==> config.mk <==
export PLATFORM = sky130hd
export DESIGN_NAME = wb_load_unit
export DESIGN_NICKNAME = d
export VERILOG_FILES = /design/src/rtl/wb_load_unit.sv
export SDC_FILE = /design/constraint.sdc
export NUM_CORES = 1
export LEC_CHECK = 0
export CORE_ASPECT_RATIO = 1.2
export CORE_UTILIZATION = 42
export CTS_BUF_LIST = sky130_fd_sc_hd__clkbuf_4 sky130_fd_sc_hd__clkbuf_8
export DETAILED_ROUTE_END_ITERATION = 7
export PLACE_DENSITY = 0.82
export REMOVE_ABC_BUFFERS = 1
export SYNTH_ARGS = -nofsm -noshare
export SYNTH_HDL_FRONTEND = slang
export SYNTH_SLANG_ARGS = --single-unit
==> constraint.sdc <==
create_clock -name clk -period 1.78 [get_ports clk]
set_input_delay 0.356 -clock clk [delete_from_list [all_inputs] [get_ports clk]]
set_output_delay 0.356 -clock clk [all_outputs]
set_load 0.01 [all_outputs]
==> src/rtl/wb_load_unit.sv <==
// wb_load_unit: MEM-stage load/store unit with one outstanding load, alignment check and response timeout
module wb_load_unit #(
  parameter int DATA_W     = 32,
  parameter int REG_ADDR_W = 5,
  parameter int MAX_WAIT   = 15
) (
  input  logic                  clk,
  input  logic                  rst,
  input  logic                  in_valid,
  input  logic                  mem_read_flag,
  input  logic                  mem_write_flag,
  input  logic                  mem_sign_flag,
  input  logic [1:0]            mem_size,
  input  logic [DATA_W-1:0]     result_in,
  input  logic                  reg_write_en_in,
  input  logic [REG_ADDR_W-1:0] reg_write_addr_in,
  input  logic                  mem_resp_valid,
  input  logic [DATA_W-1:0]     ram_read_data,
  output logic                  out_valid,
  output logic [DATA_W-1:0]     result_out,
  output logic                  reg_write_en_out,
  output logic [REG_ADDR_W-1:0] reg_write_addr_out,
  output logic                  stall_req,
  output logic                  addr_error,
  output logic                  bus_error
);
  localparam int OFF_W = $clog2(DATA_W / 8);
  localparam logic [0:0] IDLE = 1'b0;
  localparam logic [0:0] WAIT = 1'b1;

  logic [0:0]            state_q, state_d;
  logic [7:0]            cnt_q, cnt_d;
  logic [1:0]            size_q, size_d;
  logic                  sign_q, sign_d, wen_q, wen_d;
  logic [OFF_W-1:0]      off_q, off_d;
  logic [REG_ADDR_W-1:0] dst_q, dst_d;
  logic                  valid_q, valid_d, aerr_q, aerr_d, berr_q, berr_d, rwe_q, rwe_d;
  logic [DATA_W-1:0]     res_q, res_d;
  logic [REG_ADDR_W-1:0] rwa_q, rwa_d;
  logic [OFF_W-1:0]      off;
  logic                  misal, dst_nz, sbit;
  logic [DATA_W-1:0]     sh, mask, lane;

  assign off    = result_in[OFF_W-1:0];
  assign misal  = mem_size == 2'd0 ? 1'b0 :
                  mem_size == 2'd1 ? off[0] :
                  mem_size == 2'd2 ? |off[1:0] : (DATA_W == 32) || (|off);
  assign dst_nz = |reg_write_addr_in;

  // lane extraction: shift the addressed byte down to bit 0, then mask and extend by size
  assign sh   = ram_read_data >> {off_q, 3'b000};
  assign mask = size_q == 2'd0 ? DATA_W'(8'hFF) :
                size_q == 2'd1 ? DATA_W'(16'hFFFF) :
                size_q == 2'd2 ? DATA_W'(32'hFFFF_FFFF) : '1;
  assign sbit = size_q == 2'd0 ? sh[7] :
                size_q == 2'd1 ? sh[15] :
                size_q == 2'd2 ? sh[31] : sh[DATA_W-1];
  assign lane = (sh & mask) | (sign_q && sbit ? ~mask : '0);

  assign out_valid          = valid_q;
  assign result_out         = res_q;
  assign reg_write_en_out   = rwe_q;
  assign reg_write_addr_out = rwa_q;
  assign addr_error         = aerr_q;
  assign bus_error          = berr_q;
  assign stall_req          = state_q == WAIT;

  always_comb begin
    state_d = state_q;
    cnt_d   = cnt_q;
    size_d  = size_q;
    sign_d  = sign_q;
    off_d   = off_q;
    dst_d   = dst_q;
    wen_d   = wen_q;
    valid_d = 1'b0;
    aerr_d  = 1'b0;
    berr_d  = 1'b0;
    res_d   = res_q;
    rwe_d   = rwe_q;
    rwa_d   = rwa_q;
    if (state_q == IDLE && in_valid) begin
      rwa_d = reg_write_addr_in;
      if ((mem_read_flag || mem_write_flag) && misal) begin
        valid_d = 1'b1;
        aerr_d  = 1'b1;
        res_d   = '0;
        rwe_d   = 1'b0;
      end else if (mem_read_flag) begin
        state_d = WAIT;
        cnt_d   = '0;
        size_d  = mem_size;
        sign_d  = mem_sign_flag;
        off_d   = off;
        dst_d   = reg_write_addr_in;
        wen_d   = reg_write_en_in && dst_nz;
        rwa_d   = rwa_q;
      end else if (mem_write_flag) begin
        valid_d = 1'b1;
        res_d   = '0;
        rwe_d   = 1'b0;
      end else begin
        valid_d = 1'b1;
        res_d   = result_in;
        rwe_d   = reg_write_en_in && dst_nz;
      end
    end else if (state_q == WAIT) begin
      if (mem_resp_valid) begin
        state_d = IDLE;
        valid_d = 1'b1;
        res_d   = lane;
        rwe_d   = wen_q;
        rwa_d   = dst_q;
      end else if (cnt_q == 8'(MAX_WAIT - 1)) begin
        state_d = IDLE;
        valid_d = 1'b1;
        berr_d  = 1'b1;
        res_d   = '0;
        rwe_d   = 1'b0;
        rwa_d   = dst_q;
      end else begin
        cnt_d = cnt_q + 8'd1;
      end
    end
  end

  always_ff @(posedge clk) begin
    if (rst) begin
      state_q <= IDLE;
      cnt_q   <= '0;
      size_q  <= '0;
      sign_q  <= 1'b0;
      off_q   <= '0;
      dst_q   <= '0;
      wen_q   <= 1'b0;
      valid_q <= 1'b0;
      aerr_q  <= 1'b0;
      berr_q  <= 1'b0;
      res_q   <= '0;
      rwe_q   <= 1'b0;
      rwa_q   <= '0;
    end else begin
      state_q <= state_d;
      cnt_q   <= cnt_d;
      size_q  <= size_d;
      sign_q  <= sign_d;
      off_q   <= off_d;
      dst_q   <= dst_d;
      wen_q   <= wen_d;
      valid_q <= valid_d;
      aerr_q  <= aerr_d;
      berr_q  <= berr_d;
      res_q   <= res_d;
      rwe_q   <= rwe_d;
      rwa_q   <= rwa_d;
    end
  end
endmodule

## After elaboration in Yosys (flattened, before gate mapping)

Index checks and enable logic that the tools add are counted.
Widths: inputs -> output; s select.

- Output and inout bits: 42
- Logic and storage cells: 94
- Bits of input ports: 79
- Bits in registers: 61

- Equality and inequality tests: 9
- Muxes and demuxes: 47
- Shift-type cells: 1
- Bitwise gates (word level): 6
- Reductions and logical operators: 17
- Add/sub/neg operators: 1

Operator list:

| kind | count |
|---|---|
| $mux 32 | 10 |
| $mux 8 | 6 |
| $and 32x32->32 | 1 |
| $not 32->32 | 1 |
| $or 32x32->32 | 1 |
| $shr 32x5->32 | 1 |
| $mux 5 | 6 |
| $mux 1 | 25 |
| $add 8x1->8 const B | 1 |
| $eq 8x4->1 const B | 1 |
| $ne 2x2->1 const B | 3 |
| $reduce_and 3->1 | 2 |
| $reduce_and 5->1 | 1 |
| $reduce_or 5->1 | 1 |
| $eq 2x1->1 const B | 2 |
| $logic_and 1x1->1 | 4 |
| $logic_not 2->1 | 2 |
| $reduce_or 2->1 | 2 |
| $reduce_or 4->1 | 1 |
| $ne 3x2->1 const B | 1 |
| $not 1->1 | 3 |
| $reduce_bool 3->1 | 1 |
| $eq 2x2->1 const B | 1 |
| $ne 2x1->1 const B | 1 |
| 3 further kinds | 3 |

## Logic depth before layout (Yosys ltp)

- Word-level depth: 9
- Gate-level depth with buffers: 8

## Least setup slack after synthesis

No wires, ideal clock.

- Kind: register to register
- From: register cnt_q[0]
- To: register res_q[26], in the netlist result_out[26]
- Setup slack: 0.074 ns
- Clock period less this slack: 1.706 ns
- Cell stages (with the launch flop): 9
- Buffers on the path: 2
- Arrival: 1.626 ns
- Path through: dfxtp_1 -> inv_1 -> ha_1 -> a31o_2 -> a22o_1 -> buf_6 -> o21a_4 -> buf_6 -> a211oi_2

- Word-level cells in the longest chain between the ends: 3

Ends and longest elaborated chain:

| what | RTL line | source |
|---|---|---|
| start: declaration | 32 | `logic [7:0] cnt_q, cnt_d;` |
| start signal: assignment | 144 | `cnt_q <= cnt_d;` |
| $eq 8x4->1 | 114 | `end else if (cnt_q == 8'(MAX_WAIT - 1)) begin` |
| $reduce_bool 3->1 (no line) | -- |  |
| $reduce_and 3->1 (no line) | -- |  |
| end signal: assignment | 153 | `res_q <= res_d;` |
| end: declaration | 38 | `logic [DATA_W-1:0] res_q, res_d;` |

Every way passes these cells.
A chain may end at the register's enable or synchronous reset.

## Final worst setup path

- From: input port ram_read_data[7]
- To: register res_q[31], in the netlist result_out[31]

- Word-level cells in the longest chain between the ends: 9
- Elaborated cells between the ends (all ways): 10
- Classes of those cells: 1 x shift; 6 x mux; 2 x bitwise; 1 x reduce/logical

Ends and longest elaborated chain:

| what | RTL line | source |
|---|---|---|
| start: declaration | 18 | `input logic [DATA_W-1:0] ram_read_data,` |
| $shr 32x5->32 * | 51 | `assign sh = ram_read_data >> {off_q, 3'b000};` |
| $mux 1 | 56 | `size_q == 2'd1 ? sh[15] :` |
| $mux 1 | 55 | `assign sbit = size_q == 2'd0 ? sh[7] :` |
| $logic_and 1x1->1 | 58 | `assign lane = (sh & mask) \| (sign_q && sbit ? ~mask : '0);` |
| $mux 32 | 58 |  |
| $or 32x32->32 * | 58 |  |
| $mux 32 * | 108 | `if (mem_resp_valid) begin` |
| $mux 32 * | 107 | `end else if (state_q == WAIT) begin` |
| $mux 32 * | 82 | `if (state_q == IDLE && in_valid) begin` |

Mark *: on every way between the ends. The rest lies on a longest branch, timed or not. The select of a mux whose other input is x is not followed.

==> results.sh <==
export IMPL_slowest_stage="clkdlybuf4s50_1"
export IMPL_antenna_found_initial=0
export IMPL_synthSimpleGateAreaFrac=0.193
export IMPL_required_ns=2.03
export IMPL_rsz0062_at_grt="yes"
export IMPL_drv_cap=0
export IMPL_antenna_cells=0
export IMPL_dpl_worst_slack_ns=-0.411
export IMPL_fin_crit_sh=0.974
export IMPL_critPathLaunchType="primary input"
export IMPL_p_leak_uw=0.00194
export IMPL_hp_class="primary input to register"
export IMPL_rows=35
export IMPL_p_per_area_nw_per_um2=726
export IMPL_yosysUniqueCellTypes=49
export IMPL_regToRegStartpoint="size_q[0]"
export IMPL_synthMuxAreaShare=0.0852
export IMPL_dp_final_hpwl_mm=7.62
export IMPL_grt_max_degree=32
export IMPL_routed_via_density=5.65
export IMPL_slowest_delay_ns=0.51
export IMPL_numCtsBuffers=9
export IMPL_ir_drop_mv=0.568
export IMPL_yosysTopAreaCell="dfxtp_1"
export IMPL_finalSetupViolCount=0
export IMPL_fmax_ghz=0.577
export IMPL_timing_rr_end="result_out[31]"
export IMPL_syn2layout_area_growth_pct=55.0
export IMPL_synthAdderAreaFrac=0.00761
export IMPL_die_width_um=82.8
export IMPL_whs_path_depth=2
export IMPL_drc=0
export IMPL_path_class="primary input to register"
export IMPL_clock_latency_ns=0.34
export IMPL_fin_nets=608
export IMPL_setup_tns_ns=0
export IMPL_wirelength_mm=10.8
export IMPL_period_minus_slack_ns=1.73
export IMPL_layout_drive_gt1_share=0.190
export IMPL_path_max_fanout=16
export IMPL_fin_ws_ns=0.0469
export IMPL_syn_cell_area_um2=3290
export IMPL_yosysSeqAreaShare=0.371
export IMPL_synth_edf_count=0
export IMPL_avgSynthCellArea_um2=8.61
export IMPL_outcome="finished clean"
export IMPL_first_global_vias=3448
export IMPL_ctsHtreeMaxLevel=3
export IMPL_synth_seq_cells=61
export IMPL_cts_tree="built"
export IMPL_endpoint="result_out[31]"
export IMPL_path_clk_slew_ns=0.07
export IMPL_overflow=0
export IMPL_coreArea_um2=7620
export IMPL_cts_buffer_depth=2
export IMPL_synth_top_cell_area_share=0.371
export IMPL_max_slew_margin=0.694
export IMPL_synth_area_leaders="dfxtp_1 (37%), mux2i_1 (8.5%), nor2_1 (8.0%)"
export IMPL_gp_congestion=0.873
export IMPL_cts_sinks=61
export IMPL_finalClockSkew_ns=0.00639
export IMPL_synth_xor_area_frac=0.0160
export IMPL_synth_top_family_by_area="compound AO/OA/AOI/OAI gates"
export IMPL_ios=121
export IMPL_fillers=634
export IMPL_critPathLaunch="ram_read_data[7]"
export IMPL_num_vias=3525
export IMPL_route_antenna_remaining_nets=0
export IMPL_ys_warn_count=0
export IMPL_cp_cell_sequence="clkdlybuf4s50_1 -> mux2i_1 -> a22oi_2 -> nand4_2 -> o21a_4 -> a211oi_1"
export IMPL_async_reset_ff_frac=0
export IMPL_synth_common_cells="nor2_1 (70), dfxtp_1 (61), mux2i_1 (28)"
export IMPL_ys_flop_type="dfxtp_1"
export IMPL_fin_total_pwr_uw=3700
export IMPL_endpoint_kind="register"
export IMPL_synth_compound_area_frac=0.259
export IMPL_hold_violations=0
export IMPL_root_buffer="clkbuf_8"
export IMPL_io_buffers=120
export IMPL_post_synth_top_count_cell="nor2_1"
export IMPL_r2r_setup_slack_ns=0.06
export IMPL_track_usage=0.259
export IMPL_worst_pin_slew_ns=0.459
export IMPL_wire_per_inst_um=17.3
export IMPL_worstRegToRegCells=6
export IMPL_die_h_um=98.9
export IMPL_cp_arrival_ns=1.98
export IMPL_initial_core_util=0.432
export IMPL_dr_pass1_iters=5
export IMPL_drtIter0Drc=183
export IMPL_synthCells=382
export IMPL_slew_viol_final=0
export IMPL_grt_pass1_wl_mm=16.1
export IMPL_dieArea_um2=8190
export IMPL_cts_hold_buffers_added=0
[power by group]
group / switching (µW) / internal (µW) / leakage [µW]
logic: 478 / 570 / 0.00135
registers: 69.4 / 1470 / 0.000502
clock network: 525 / 589 / 0.0000956
[state kept, by name, indices dropped and copies added (netlist names)]
signal	cells
cnt_q	8
sign_q	1
result_out	32
wen_q	1
dst_q	5
reg_write_en_out	1
out_valid	1
stall_req	1
size_q	2
reg_write_addr_out	5
bus_error	1
addr_error	1
off_q	2
[final cells by class]
cell class              instances  area (µm²)  area share
repair buffers                165        1600       0.313
clock inverters                 4        22.5     0.00442
flip-flops and latches         61        1230       0.241
multi-input cells             278        1930       0.379
inverters                      12        45.0     0.00884
clock buffers                  12         159      0.0312
well taps                      92         115      0.0226
[repair_timing]
action                     in CTS  in global routing
pin swaps                       2                  5
cloned                          0                  1
buffers inserted                1                  0
resized for setup               9                 21
setup endpoints to repair      25                 32
[stage by stage]
stage               cells  utilization  cell area [µm²]  hold WS (ns)
CTS                   623        0.653             4980         0.452
global route          624        0.669             5100         0.464
finish                624        0.669             5100         0.446
detailed placement    606        0.626             4770         0.473
global placement      606        0.626             4770         0.465
floorplan             351            -             3110         0.421
[cells in the final DEF, fill, tap and decap left out, types with 3 or more instances in the layout]
cell / count
nand3_1: 4
xor2_1: 4
buf_4: 38
mux2i_1: 28
nor2b_1: 10
clkbuf_8: 11
a311oi_1: 4
dfxtp_1: 57
a211oi_1: 18
a221oi_1: 8
inv_1: 12
clkdlybuf4s50_1: 116
nor2_1: 70
a2bb2oi_1: 7
nand2_1: 21
o221ai_1: 5
buf_6: 3
a211oi_2: 14
nor3_1: 14
clkinv_2: 3
a22oi_1: 8
dfxtp_2: 4
a21oi_1: 19
[worst min-delay path by stage]
stage / from / end / slack [ns]
6_report: rst / dst_q[1] / 0.45
5_1_grt: rst / dst_q[3] / 0.46
4_1_cts: rst / dst_q[1] / 0.45
3_5_place_dp: wen_q / wen_q / 0.47
3_3_place_gp: dst_q[3] / reg_write_addr_out[3] / 0.46
2_1_floorplan: rst / result_out[21] / 0.42
[worst max-delay path, delay by kind of cell]
kind	cells	cell delay, ns
buffers and inverters	1	0.51
multiplexers	1	0.11
AO/OA/AOI/OAI	3	0.84
AND/OR/NAND/NOR	1	0.16
[kinds of logic after synthesis]
kind of cell / Yosys count
AOI/OAI and AO/OA: 106
xor gates and xnor gates: 6
adders and majority gates: 2
buffers and inverters: 43
DFF: 61
muxes: 28
and+or+nand+nor: 136
[layer usage]
layer / up-vias / track usage / wire length, µm
met5: - / 0 / 0
met4: 0 / 0.106 / 250
met3: 22 / 0.0528 / 865
met2: 165 / 0.448 / 5380
met1: 1652 / 0.304 / 4300
li1: 1686 / - / -
Note: power is estimated with default switching activity, not from simulation.
